`src/rtl/mcadd_pkg.sv`:
```
// rtl/mcadd_pkg.sv - shared states and sizing helpers for the multi-cycle adder
package mcadd_pkg;

    typedef enum logic [1:0] {
        IDLE = 2'd0,
        RUN  = 2'd1,
        DONE = 2'd2
    } state_t;

    // Digit counter width; a one-digit adder still keeps a 1-bit counter.
    function automatic int cnt_width(input int width, input int digit);
        int n;
        n = width / digit;
        return (n <= 1) ? 1 : $clog2(n);
    endfunction

endpackage

```
`src/rtl/my_adder_slice.sv`:
```
// rtl/my_adder_slice.sv - DIGIT-bit combinational ripple adder slice (MCADD_OVF_EN adds c_msb)
module my_adder_slice #(
    parameter int DIGIT = 4
) (
    input  logic [DIGIT-1:0] a,
    input  logic [DIGIT-1:0] b,
    input  logic             cin,
    output logic [DIGIT-1:0] s,
    output logic             cout
`ifdef MCADD_OVF_EN
    ,
    output logic             c_msb
`endif
);

    logic [DIGIT:0] c;

    assign c[0] = cin;

    for (genvar g = 0; g < DIGIT; g++) begin : g_bit
        assign s[g]   = a[g] ^ b[g] ^ c[g];
        assign c[g+1] = (a[g] & b[g]) | (c[g] & (a[g] ^ b[g]));
    end

    assign cout = c[DIGIT];

`ifdef MCADD_OVF_EN
    assign c_msb = c[DIGIT-1];
`endif

endmodule

```
`src/rtl/my_multicycle_adder.sv`:
```
// rtl/my_multicycle_adder.sv - WIDTH-bit adder computing DIGIT bits per clock (MCADD_OVF_EN adds ovf)
module my_multicycle_adder
    import mcadd_pkg::*;
#(
    parameter int WIDTH = 16,
    parameter int DIGIT = 4
) (
    input  logic             clk,
    input  logic             resetn,
    input  logic             in_valid,
    output logic             in_ready,
    input  logic [WIDTH-1:0] a,
    input  logic [WIDTH-1:0] b,
    input  logic             cin,
    output logic             out_valid,
    input  logic             out_ready,
    output logic [WIDTH-1:0] s,
    output logic             cout
`ifdef MCADD_OVF_EN
    ,
    output logic             ovf
`endif
);

    localparam int N  = WIDTH / DIGIT;
    localparam int CW = cnt_width(WIDTH, DIGIT);

    if (WIDTH % DIGIT != 0) begin : g_bad_digit
        $fatal(1, "my_multicycle_adder: WIDTH must be a multiple of DIGIT");
    end

    state_t           state;
    logic [CW-1:0]    cnt;
    logic             carry;
    logic [WIDTH-1:0] opa;
    logic [WIDTH-1:0] opb;
    logic [WIDTH-1:0] r;
    logic [WIDTH-1:0] r_next;
    logic [DIGIT-1:0] da;
    logic [DIGIT-1:0] db;
    logic [DIGIT-1:0] ds;
    logic             dc;
    logic             last;
    logic             accept;

    assign in_ready  = resetn & ((state == IDLE) | ((state == DONE) & out_ready));
    assign out_valid = (state == DONE);
    assign accept    = in_valid & in_ready;
    assign last      = (cnt == CW'(N - 1));

    always_comb begin
        da = opa[int'(cnt) * DIGIT +: DIGIT];
        db = opb[int'(cnt) * DIGIT +: DIGIT];
    end

    // Partial result with the current digit merged in, so the final edge can publish it directly.
    always_comb begin
        r_next = r;
        r_next[int'(cnt) * DIGIT +: DIGIT] = ds;
    end

`ifdef MCADD_OVF_EN
    logic dmsb;

    my_adder_slice #(.DIGIT(DIGIT)) u_slice (
        .a     (da),
        .b     (db),
        .cin   (carry),
        .s     (ds),
        .cout  (dc),
        .c_msb (dmsb)
    );

    always_ff @(posedge clk) begin
        if (!resetn) begin
            ovf <= 1'b0;
        end else if (state == RUN && last) begin
            ovf <= dmsb ^ dc;
        end
    end
`else
    my_adder_slice #(.DIGIT(DIGIT)) u_slice (
        .a    (da),
        .b    (db),
        .cin  (carry),
        .s    (ds),
        .cout (dc)
    );
`endif

    always_ff @(posedge clk) begin
        if (!resetn) begin
            state <= IDLE;
            cnt   <= '0;
            carry <= 1'b0;
            opa   <= '0;
            opb   <= '0;
            r     <= '0;
            s     <= '0;
            cout  <= 1'b0;
        end else begin
            case (state)
                IDLE: begin
                    if (accept) begin
                        opa   <= a;
                        opb   <= b;
                        carry <= cin;
                        cnt   <= '0;
                        state <= RUN;
                    end
                end
                RUN: begin
                    carry <= dc;
                    r     <= r_next;
                    if (last) begin
                        s     <= r_next;
                        cout  <= dc;
                        state <= DONE;
                    end else begin
                        cnt <= cnt + 1'b1;
                    end
                end
                DONE: begin
                    if (out_ready) begin
                        if (in_valid) begin
                            opa   <= a;
                            opb   <= b;
                            carry <= cin;
                            cnt   <= '0;
                            state <= RUN;
                        end else begin
                            state <= IDLE;
                        end
                    end
                end
                default: state <= IDLE;
            endcase
        end
    end

endmodule

```
`config.mk`:
```
export PLATFORM = sky130hd
export DESIGN_NAME = my_multicycle_adder
export DESIGN_NICKNAME = d
export VERILOG_FILES = /design/src/rtl/mcadd_pkg.sv /design/src/rtl/my_adder_slice.sv /design/src/rtl/my_multicycle_adder.sv
export SDC_FILE = /design/constraint.sdc
export NUM_CORES = 1
export LEC_CHECK = 0
export CORE_ASPECT_RATIO = 1.25
export CORE_MARGIN = 5
export CORE_UTILIZATION = 34
export DETAILED_ROUTE_END_ITERATION = 7
export PLACE_DENSITY = 0.62
export SLEW_MARGIN = 30
export SYNTH_ARGS = -nofsm -noshare
export SYNTH_HDL_FRONTEND = slang
export SYNTH_SLANG_ARGS = --single-unit
export TNS_END_PERCENT = 100
```
`constraint.sdc`:
```
create_clock -name clk -period 4.02 [get_ports clk]
set_input_delay 0.402 -clock clk [delete_from_list [all_inputs] [get_ports clk]]
set_output_delay 0.402 -clock clk [all_outputs]
set_load 0.05 [all_outputs]
```
==> reports/results.tsv <==
metric	value	unit
die_h	119.9	µm
core	9559	µm²
place_congestion	0.7758	
numClockSinks	70	
hold_buffers	0	
worst_ep_required_time	4.21	ns
startpoint_type	flip-flop	
root_buffer	clkbuf_16	
rows	40	
slew_headroom	45.42	%
fin_skew	0.007096	ns
die_area	11750	µm²
cts_buffer_depth	2	
timing.hold.ws	0.4785	ns
grt_max_degree	39	
yosys.area.top_type	dfxtp_1	
die_w	97.94	µm
crit_buf_inv	4	
cp_num_cells	12	
syn_inst	360	
antenna_left	0	
cp_cell_sequence	mux4_2 -> inv_1 -> fa_1 -> inv_1 -> fa_1 -> inv_1 -> fa_1 -> inv_1 -> fa_1 -> and4bb_2 -> mux2i_1 -> a21oi_1	
hold_viol	0	
cp-startpoint	cnt[0]	
holdCritStartpoint	opb[12]	
hpwlAfterDp	5373	µm
postCtsSetupBuffers	0	
fmax	295.4	MHz
io_pins	56	
num-fill-cells	936	
worst_pin_slew	0.8015	ns
ir_drop	205.4	µV
synth.avg_cell_area	9.130	µm²
syn2layout_area_growth	25.85	%
power_density	419.9	nW/µm²
final_area	4136	µm²
netlist_area	3287	µm²
tns	0	ns
drt_pass1_iterations	4	
rsz0062_at_grt	no	
crit_path_top_delay_cell	dfxtp_1	
crit_arrival	3.57	ns
cap_violations	0	
synth_fp_nets	407	
most-common-layout-cells	a21oi_1 (77), dfxtp_1 (70), o21ai_0 (54), clkdlybuf4s50_1 (54), nand3_1 (32)	
gr-total-overflow	0	
drt-initial-drc-count	97	
nets	443	
ys_warn_count	0	
period_minus_slack	3.386	ns
power.leakage	1.471	nW
tritoncts	done	
clock_latency	0.33	ns
period_share	84.22	%
vias	2721	
ys_seq_elements	70	
synth_edf_count	0	
wire_per_inst	14.83	µm
place_area	3835	µm²
critPathKind	flip-flop to flip-flop	
slowest_delay	0.66	ns
n_antenna_cell	0	
wl_met3	374	µm
rrSetupSlack	0.63	ns
grt_pass1_vias	2697	
viasPerCell	5.163	
seq_area	1401	µm²
cts-htree-levels	3	
final_util	43.27	%
drive_above_1_share	10.47	%
wl	7817	µm
top_layer	met4	
post_cts_resized	0	
drv_slew	0	
r2r-start	cnt[0]	
final_common_cell	a21oi_1	
hp-class	flip-flop to flip-flop	
yosys_most_used_dff	dfxtp_1	
ys_top_cells_by_area	dfxtp_1 (43%), a21oi_1 (12%), o21ai_0 (8.2%), mux4_2 (5.5%), nand3_1 (4.9%)	
start_util	34.38	%
wl_met1	3688	µm
yosysUniqueCellTypes	38	
cp-end-kind	flip-flop	
port-buffer-count	55	
reg2reg_depth	12	
track_usage	13.60	%
clk_pin_slew_worst_paths	0.06	ns
drc_errors	0	
status	finished clean	
grt_pass1_wl	13030	µm
route.met2.wl	3651	µm
async_flop_share	0	%
cp_top_family	adder cells	
antenna_found_initial	0	
endpoint	s[15]	
power.total	1.737	mW
yosysTopAreaCellShare	42.63	%
crit_fanout	9	
multi_input_area	1644	µm²
r2r_end	s[15]	
setup_violations	0	
cts_buffers	9	
ys_seq_area_share	42.63	%
## cell type report
class / count / share of cell area (%)
multi-input combinational: 242 / 39.75
sequential: 70 / 33.88
timing repair buffer: 60 / 14.16
clock buffer: 9 / 5.445
tap: 126 / 3.811
clock inverter: 7 / 1.785
inverter: 13 / 1.180
## sequential cells by signal, indices dropped and copies added, names as in the netlist
name and cells:
carry 1, state 2, s 16, cnt 2, cout 1, opb 16
opa 16, r 16
## per-stage QoR
step / cells / setup slack [ns]
after global placement: 511 / 0.7177
after detailed placement: 511 / 0.6278
final: 527 / 0.6342
after global routing: 527 / 0.3887
after CTS: 527 / 0.5894
after floorplan: 360 / 0.9721
## how the worst min path moves through the flow
stage / end / slack (ns) / cells past startpoint
global placement: opa[4] / 0.47 / 2
floorplan: opa[10] / 0.45 / 2
global route: opa[11] / 0.50 / 2
CTS: opb[10] / 0.48 / 2
detailed placement: opb[10] / 0.47 / 2
finish: opb[12] / 0.48 / 2
## synthesized netlist by cell type (2+ instances only)
cell / instances
nor2b_1: 16
ha_1: 6
inv_1: 13
and4bb_2: 3
nand3_1: 32
nor2_1: 4
fa_1: 4
buf_4: 6
buf_2: 13
o21ai_0: 54
clkbuf_1: 9
buf_6: 2
a21oi_1: 77
mux4_2: 8
dfxtp_1: 70
nor4bb_1: 2
clkbuf_2: 3
a211oi_1: 2
a41oi_1: 3
mux2i_1: 5
o21ai_1: 11
## tightest hold or removal path, stage by stage (launching register included)
cell and delay, ns:
dfxtp_1 0.31, o21ai_0 0.06, a21oi_1 0.06
## where the power goes
| group | internal (mW) | total [mW] | switching, mW | leakage [nW] |
|---|---|---|---|---|
| clock | 0.482 | 0.784 | 0.303 | 0.146 |
| sequential | 0.725 | 0.745 | 0.0198 | 0.570 |
| combinational | 0.0960 | 0.208 | 0.112 | 0.756 |
| total | 1.30 | 1.74 | 0.434 | 1.47 |
## cells by family after synthesis
group	Yosys count	share of synthesized area, %
AOI/OAI and AO/OA	150	23.64
adders and majority gates	10	4.720
buffers and inverters	48	7.689
DFF	70	42.63
muxes	15	8.146
and+or+nand+nor	67	13.17
## per-layer routing
metal / GRT usage (%) / up-vias
met5: 0 / -
met4: 3.896 / 0
met3: 3.837 / 9
met2: 21.17 / 70
met1: 18.36 / 1268
li1: - / 1374
(Power assumes the default switching activity.)
